==> src/rtl/bin2bcd_seq.sv <==
// bin2bcd_seq: sequential binary-to-BCD converter (shift-add-3), one bit per clock.
// Start/busy/done handshake; bcd_out/ovf are updated only on the done edge.
// Optional build macro: BIN2BCD_BLANK_EN enables leading-zero blanking (digit -> 4'hF).
module bin2bcd_seq #(
  parameter int unsigned BIN_W  = 7,
  parameter int unsigned DIGITS = 2
) (
  input  logic                  clk,
  input  logic                  reset,
  input  logic                  start,
  input  logic [BIN_W-1:0]      bin_in,
  output logic                  busy,
  output logic                  done,
  output logic [4*DIGITS-1:0]   bcd_out,
  output logic                  ovf
);

  localparam int unsigned CW = $clog2(BIN_W + 1);
  localparam int unsigned SW = 4 * DIGITS;

  typedef enum logic [1:0] {
    S_IDLE,
    S_SHIFT,
    S_DONE
  } state_e;

  state_e          state_q, state_d;
  logic [BIN_W-1:0] shift_q, shift_d;
  logic [SW-1:0]   scr_q, scr_d;
  logic            ovf_s_q, ovf_s_d;
  logic [CW-1:0]   cnt_q, cnt_d;
  logic [SW-1:0]   bcd_q, bcd_d;
  logic            ovf_q, ovf_d;
  logic            done_q, done_d;

  logic [SW-1:0]   adj;
  logic [SW-1:0]   sh_scr;
  logic [BIN_W-1:0] sh_bin;
  logic            sh_out;
  logic            fin_ovf;
  logic [SW-1:0]   fin_bcd;
  logic            lead;

  // One double-dabble step: add 3 to every digit >= 5, then shift {scratch, bin} left.
  always_comb begin
    adj = scr_q;
    for (int unsigned i = 0; i < DIGITS; i++) begin
      if (scr_q[4*i +: 4] >= 4'd5) begin
        adj[4*i +: 4] = scr_q[4*i +: 4] + 4'd3;
      end
    end
    {sh_out, sh_scr, sh_bin} = {adj, shift_q, 1'b0};
    fin_ovf = ovf_s_q | sh_out;
    fin_bcd = sh_scr;
    lead    = 1'b0;
`ifdef BIN2BCD_BLANK_EN
    // Blank from the top digit down while digits stay zero; digit 0 is never blanked.
    lead = ~fin_ovf;
    for (int unsigned k = 1; k < DIGITS; k++) begin
      if (lead && (sh_scr[4*(DIGITS-k) +: 4] == 4'd0)) begin
        fin_bcd[4*(DIGITS-k) +: 4] = 4'hF;
      end else begin
        lead = 1'b0;
      end
    end
`endif
  end

  // Next-state and register-update logic for the IDLE -> SHIFT -> DONE sequence.
  always_comb begin
    state_d = state_q;
    shift_d = shift_q;
    scr_d   = scr_q;
    ovf_s_d = ovf_s_q;
    cnt_d   = cnt_q;
    bcd_d   = bcd_q;
    ovf_d   = ovf_q;
    done_d  = 1'b0;
    unique case (state_q)
      S_IDLE: begin
        if (start) begin
          shift_d = bin_in;
          scr_d   = '0;
          ovf_s_d = 1'b0;
          cnt_d   = '0;
          state_d = S_SHIFT;
        end
      end
      S_SHIFT: begin
        shift_d = sh_bin;
        scr_d   = sh_scr;
        ovf_s_d = fin_ovf;
        cnt_d   = cnt_q + CW'(1);
        if (cnt_q == CW'(BIN_W - 1)) begin
          bcd_d   = fin_bcd;
          ovf_d   = fin_ovf;
          done_d  = 1'b1;
          state_d = S_DONE;
        end
      end
      S_DONE: begin
        state_d = S_IDLE;
      end
      default: begin
        state_d = S_IDLE;
      end
    endcase
  end

  // State and datapath registers, asynchronously cleared.
  always_ff @(posedge clk or posedge reset) begin
    if (reset) begin
      state_q <= S_IDLE;
      shift_q <= '0;
      scr_q   <= '0;
      ovf_s_q <= 1'b0;
      cnt_q   <= '0;
      bcd_q   <= '0;
      ovf_q   <= 1'b0;
      done_q  <= 1'b0;
    end else begin
      state_q <= state_d;
      shift_q <= shift_d;
      scr_q   <= scr_d;
      ovf_s_q <= ovf_s_d;
      cnt_q   <= cnt_d;
      bcd_q   <= bcd_d;
      ovf_q   <= ovf_d;
      done_q  <= done_d;
    end
  end

  assign busy    = (state_q != S_IDLE);
  assign done    = done_q;
  assign bcd_out = bcd_q;
  assign ovf     = ovf_q;

endmodule
==> config.mk <==
export PLATFORM = sky130hd
export DESIGN_NAME = bin2bcd_seq
export DESIGN_NICKNAME = d
export VERILOG_FILES = /design/src/rtl/bin2bcd_seq.sv
export SDC_FILE = /design/constraint.sdc
export NUM_CORES = 1
export LEC_CHECK = 0
export CAP_MARGIN = 0
export CORE_MARGIN = 5
export CORE_UTILIZATION = 50
export DETAILED_ROUTE_END_ITERATION = 8
export PLACE_DENSITY = 0.74
export SLEW_MARGIN = 5
export SYNTH_ARGS = -nofsm -noshare
export SYNTH_HDL_FRONTEND = slang
export SYNTH_SLANG_ARGS = --single-unit
==> constraint.sdc <==
create_clock -name clk -period 2.6 [get_ports clk]
set_input_delay 0.52 -clock clk [delete_from_list [all_inputs] [get_ports clk]]
set_output_delay 0.52 -clock clk [all_outputs]
set_load 0.01 [all_outputs]
==> impl_results.md, run 1 <==
- Status: finished, final reports clean
- I/O Buffers: 20
- CP max stage cell: dfrtp_1
- Post-synth cell types: 28
- First-pass GRT wire length: between 4000 and 5000 um
- Fin nets: 191
- Post-synth EDFFs: 0
- Root buffer cell: clkbuf_4
- Register Area: between 700 and 800 um2
- Drt total wl: approximately 2800 um
- Syn Nets: between 150 and 200
- Die Wd: 64.96 um
- Critical Path RT: 2.08 ns
- Routed WL per cell: 13.63 um
- TritonCTS Buffers: 5
- Design area: 1770 um2
- Fin. Hold Viols: 0
- Largest family of logic cells by synthesized area: compound AO/OA/AOI/OAI gates
- Worst skew pair latency: 0.34 ns
- # H-tree levels: 2
- VDD IR-drop max: 0.5582 mV
- Mux cell area share after synthesis: under 10%
- Initial Util: 50.71%
- Post-route ant nets: 0
- Max incr delay on CP: 0.54 ns
- I/O pin total: 21
- Post-CTS setup buffers: 0
- Mapped Area: 1510 um2
- Synthesized flop and latch total: 31
- Time the worst path needs with I/O delays and setup: 2.240 ns
- Remaining Overflow, GRT: 0
- Tot GR Track Use: 15.70%
- Clock transition at path regs: 0.10 ns
- Antenna violations before repair: 0
- Resized cells post-CTS: 0
- Footprint of the multi-input gates: 654.4 um2
- Filler instances: 266
- Final setup fails: 0
- DR DRC count: 0
- Die ar.: 4220 um2
- DP Area: 1720 um2
- Bufs on Longest Clock Path: 2
- Max-slew violation count: 0
- Crit share post-route: 86.17%
- Post-Synth Adder-Cell Area: 4.971%
- Main synth FF type: dfrtp_1
- DRT Pass-1 Iters: 4
- Worst-margin pin slew: 0.4936 ns
- Core area: approximately 3000 um2
- Cells after synthesis: 151
- Max-Cap Viols: 0
- CP Class: reg2out
- CTS Sinks: 31
- Die height: between 60 and 70 um
- Clock tree from TritonCTS: built
- Critical path arrival: 1.72 ns
- CP startpoint kind: register
- Layout Skew: 0.01085 ns
- Commonest cells after routing, fill and taps aside: dfrtp_1 (31), nand2_1 (29), clkdlybuf4s50_1 (20)
- Post-synthesis sequential area ratio: 51.37%
- FP Rows: 20
- Crit path max fanout: 14
- RD Place Congestion: 0.7858
- Yosys Warn Count: 0
- Area Growth Syn to Fin: 17.23%
- Ys async rst share: between 90% and 100%
- Setup crit end kind: primary output
- Worst Hold Class: reg2reg
- Avg Vias per Cell: 5.373
- TNS Setup: 0 ns
- Average cell area after synthesis: 10.00 um2
- Post-Synth Simple-Gate Area: 17.07%
- Post-Synth XOR/XNOR Area: 1.160%
- Share of cells above drive strength 1: 13.07%
- Antenna cells: 0
- Slew Limit Headroom: 67.01%
- Top delay family on crit path: flip-flops
- RSZ-0062 raised after global routing: false
- PD cells: 1167 nW/um2
- Leakage: 0.0007948 uW
- Fmax: 446.3 MHz
- Detailed Route Iter0 Violations: 63
- Vias: 1,123
- Post-DP HPWL: 1949 um
- Worst setup margin: 0.3595 ns
- Place WS: around 0.73 ns
- Vias in the first global route: around 1,200
- Commonest non-fill, non-tap cell in the layout: dfrtp_1
- Crit-path cells: or2_2 > clkdlybuf4s50_1
- Hold_buf cts: 0
- Largest net degree at the start of global routing: 32
- CP Buf/Inv Count: 1
- Post-layout util: 59.45%
- Complex-gate fraction of the synthesized area: 17.40%
==> cells by family (layout without fill, tap and decap cells) <==
| family | count (synthesis) | in the layout |
|---|---|---|
| DFF | 31 | 31 |
| adders and majority gates | 6 | 6 |
| buffers and inverters | 14 | 39 |
| AOI/OAI and AO/OA | 42 | 42 |
| xor gates and xnor gates | 2 | 2 |
| muxes | 3 | 3 |
| and+or+nand+nor | 53 | 53 |
==> stage by stage <==
step | cells | hold slack [ns] | total power, uW
after floorplan | 151 | 0.4489 | 1528
after global placement | 201 | 0.4591 | 1772
after detailed placement | 201 | 0.4664 | 1809
after CTS | 209 | 0.4899 | 2089
after global routing | 209 | 0.5192 | 2244
final | 209 | 0.4852 | 2065
==> registers in the layout (all words and copies together) (netlist names) <==
name and cells:
scr_q 8, ovf_s_q 1, state_q 2, shift_q 7
ovf 1, done 1, cnt_q 3, bcd_out 8
==> per-layer routing <==
metal | vias to the layer above | part of all wire (%) | GRT usage (%)
li1 | 556 | - | -
met1 | 532 | 43 | 17.39
met2 | 24 | 49 | 25.80
met3 | 11 | 4.1 | 4.853
met4 | 0 | 3.4 | 10.29
met5 | - | 0 | 0
==> cell type report <==
| cell class | instances | area share, % |
|---|---|---|
| well taps | 33 | 2.332 |
| clock buffers | 7 | 2.544 |
| flip-flops and latches | 31 | 43.82 |
| multi-input cells | 106 | 36.96 |
| clock inverters | 1 | 0.2827 |
| repair buffers | 22 | 12.16 |
| inverters | 9 | 1.908 |
==> synth_stat cells, types with 2 or more instances <==
cell       n  area (um2)
a22oi_1    2       15.01
nand2_1   29       108.9
ha_1       6       75.07
buf_6      3       33.78
o21ai_1    7       35.03
o21ai_2    4       35.03
inv_1      8       30.03
nor3b_1    8       60.06
o21ai_0   13       65.06
nand2b_1   2       12.51
nor2_1    10       37.54
xnor2_1    2       17.52
a21oi_1    9       45.04
dfrtp_1   31       775.7
a21oi_2    2       17.52
mux2_4     2       30.03
a22o_1     2       17.52
==> path summary, 6_finish.rpt <==
kind,startpoint,end,slack [ns],cells past startpoint
worst max-delay path,state_q[1]$_DFFE_PP0P_,busy,0.36,2
worst min register to register,bcd_out[5]$_DFFE_PP0P_,bcd_out[5]$_DFFE_PP0P_,0.49,2
min in group asynchronous,reset,state_q[1]$_DFFE_PP0P_,0.54,3
worst max register to register,state_q[0]$_DFFE_PP0P_,ovf$_DFFE_PP0P_,1.03,6
worst min-delay path,bcd_out[5]$_DFFE_PP0P_,bcd_out[5]$_DFFE_PP0P_,0.49,2
max in group asynchronous,reset,scr_q[1]$_DFFE_PP0P_,1.77,3
==> worst register-to-register path: stages, from the launching register on <==
cell	delay, ns
dfrtp_1	0.34
buf_4	0.24
nor2b_2	0.21
nand3_2	0.32
inv_2	0.20
nor2_1	0.06
a21oi_1	0.12
==> where the power goes <==
group          switching [uW]  total, uW  internal (uW)
registers                 160        846            686
clock network             165        270            105
logic                     485        949            464
total                     810       2070           1260
No activity file was read; power rests on OpenSTA's default activity.
==> run 2, diff against run 1 <==
--- a/config.mk
+++ b/config.mk
@@ -7,9 +7,9 @@
 export LEC_CHECK = 0
 export CAP_MARGIN = 0
 export CORE_MARGIN = 5
-export CORE_UTILIZATION = 50
+export CORE_UTILIZATION = 57
 export DETAILED_ROUTE_END_ITERATION = 8
-export PLACE_DENSITY = 0.74
+export PLACE_DENSITY = 0.83
 export SLEW_MARGIN = 5
 export SYNTH_ARGS = -nofsm -noshare
 export SYNTH_HDL_FRONTEND = slang
==> constraint.sdc (replaced) <==
create_clock -name clk -period 2.75 [get_ports clk]
set_input_delay 0.55 -clock clk [delete_from_list [all_inputs] [get_ports clk]]
set_output_delay 0.55 -clock clk [all_outputs]
set_load 0.01 [all_outputs]
==> impl_results.md, run 2 (same netlist as run 1, synthesis figures left out) <==
- Clock share of power: 18.1% (+5.0 points)
- Comb pwr share: 43.5% (-2.5 points)
- Time the worst path needs with I/O delays and setup: 2.302 ns
- Sw Ratio: 37.23% (-2.0 points)
- Top delay family on crit path: flip-flops
- Critical path arrival: 1.75 ns (+0.03 ns)
- Drt total wl: 2839 um (-0.35%)
- CP max stage cell: dfrtp_1
- Commonest non-fill, non-tap cell in the layout: dfrtp_1
- Hold_buf cts: 0 (unchanged)
- Root buffer cell: clkbuf_4
- Avg Vias per Cell: 5.476 (+1.9%)
- TritonCTS Buffers: 5 (unchanged)
- DR DRC count: 0 (unchanged)
- Footprint of the multi-input gates: 654.4 um2 (unchanged)
- Layout Skew: 0.01342 ns (+0.002564 ns)
- GRT met1 Usage: 22.34% (+5.0 points)
- Max-Cap Viols: 0 (unchanged)
- Fin nets: 191 (unchanged)
- Post-DP HPWL: 2014 um (+3.3%)
- Max incr delay on CP: 0.55 ns (about the same)
- Die Wd: 61.48 um (-5.4%)
- First-pass GRT wire length: 5202 um (+5.0%)
- Critical Path RT: 2.20 ns (+0.12 ns)
- Slew Limit Headroom: 68.61% (+1.6 points)
- Post-CTS setup buffers: 0 (unchanged)
- Antenna violations before repair: 0 (unchanged)
- Largest net degree at the start of global routing: 32 (unchanged)
- RD Place Congestion: 0.8011 (+1.9%)
- I/O pin total: 21 (unchanged)
- Vias: 1,128 (+0.45%)
- Initial Util: 60.41% (+9.7 points)
- CTS Sinks: 31 (unchanged)
- Routed WL per cell: 13.78 um (+1.1%)
- Setup crit end kind: primary output
- Max-slew violation count: 0 (unchanged)
- GR Layer Usage met3: 5.241% (+0.39 points)
- # H-tree levels: 2 (unchanged)
- NetSw: 772.9 uW (-4.5%)
- Filler instances: 196 (-26%)
- Bufs on Longest Clock Path: 2 (unchanged)
- Worst-margin pin slew: 0.4696 ns (-0.02400 ns)
- Place WS: 0.8451 ns (+0.1106 ns)
- TNS Setup: 0 ns (unchanged)
- Share of cells above drive strength 1: 14.20% (+1.1 points)
- Resized cells post-CTS: 0 (unchanged)
- Vias in the first global route: 1,219 (+5.4%)
- CP Buf/Inv Count: 1 (unchanged)
- Die ar.: 3779 um2 (-10%)
- Fmax: 434.5 MHz
- Worst setup margin: 0.4484 ns (+0.08890 ns)
- Fin. Hold Viols: 0 (unchanged)
- I/O Buffers: 20 (unchanged)
- Worst reg-to-reg setup slack: 1.17 ns (+0.14 ns)
- Crit share post-route: between 80% and 90%
- Antenna cells: 0 (unchanged)
- Worst Hold Class: reg2reg
- Commonest cells after routing, fill and taps aside: dfrtp_1 (31), nand2_1 (29), clkdlybuf4s50_1 (20)
- Status: finished, final reports clean
- Final setup fails: 0 (unchanged)
- Internal power: 1303 uW (+3.8%)
- Worst skew pair latency: 0.34 ns (about the same)
- Met2 usage: 32.33% (+6.5 points)
- Area Growth Syn to Fin: 19.39%
- Leakage: 0.0008138 uW (+2.4%)
- DRT Pass-1 Iters: 4 (unchanged)
- Busiest grt layer: met2
- CP Class: reg2out
- Clock transition at path regs: 0.11 ns (about the same)
- CP startpoint kind: register
- RSZ-0062 raised after global routing: false
- Register share of total power: 38.4% (-2.5 points)
- Remaining Overflow, GRT: 0 (unchanged)
- Register Area: 775.7 um2 (unchanged)
- VDD IR-drop max: 0.9205 mV (+65%)
- Detailed Route Iter0 Violations: 29 (-54%)
- Core area: 2500 um2 (-16%)
- Crit path max fanout: 14 (unchanged)
- PD cells: 1152 nW/um2 (-1.3%)
- Crit-path cells: or2_2 > clkdlybuf4s50_1
- Post-route ant nets: 0 (unchanged)
- Tot GR Track Use: 19.33% (+3.6 points)
- Die height: 61.48 um (-5.4%)
- FP Rows: 18 (-10%)
- Clock tree from TritonCTS: built
## run 2: final timing paths
check	startpoint	to	cells after the start
min	bcd_out[1]$_DFFE_PP0P_	bcd_out[1]$_DFFE_PP0P_	2
max reg2reg	state_q[0]$_DFFE_PP0P_	bcd_out[7]$_DFFE_PP0P_	6
min in group asynchronous	reset	bcd_out[7]$_DFFE_PP0P_	3
max in group asynchronous	reset	cnt_q[1]$_DFFE_PP0P_	3
min reg2reg	bcd_out[1]$_DFFE_PP0P_	bcd_out[1]$_DFFE_PP0P_	2
max	state_q[1]$_DFFE_PP0P_	busy	2
## run 2: area by class of cell
cell class                      instances  area share (%)
Clock inverter                          2           1.943
Inverter                                9           1.874
Tap cell                               30           2.082
Timing Repair Buffer                   22           11.94
Clock buffer                            6           2.845
Multi-Input combinational cell        106           36.29
Sequential cell                        31           43.03
## run 2: power groups by stage
stage / sequential (uW) / combinational (uW) / clock [uW]
after floorplan: 801 / 644 / 0
after global placement: 795 / 878 / 0
after detailed placement: 806 / 918 / 0
after CTS: 797 / 919 / 384
after global routing: 830 / 1030 / 403
final: 797 / 904 / 376
## run 2: through the flow
step	util [%]	instances	hold slack (ns)	power [uW]	cell area (um2)
4_1_cts	72.12	206	0.4927	2100	1803
3_5_place_dp	68.67	198	0.4686	1724	1717
6_report	72.12	206	0.4881	2076	1803
3_3_place_gp	68.67	198	0.4589	1673	1717
2_1_floorplan	-	151	0.4489	1445	1510
5_1_grt	72.12	206	0.5152	2260	1803
## run 2: metal layers
layer,up-vias,wire [um]
met3,8,153
met2,30,1343
li1,557,-
met1,533,1266
met4,0,75
met5,-,0
## run 2: worst reg2reg max path: stages (launching register included)
cell and delay, ns:
dfrtp_1 0.35, buf_4 0.25, nor2b_2 0.22, nand3_2 0.32, inv_2 0.21, nor2_1 0.05, a21oi_1 0.12
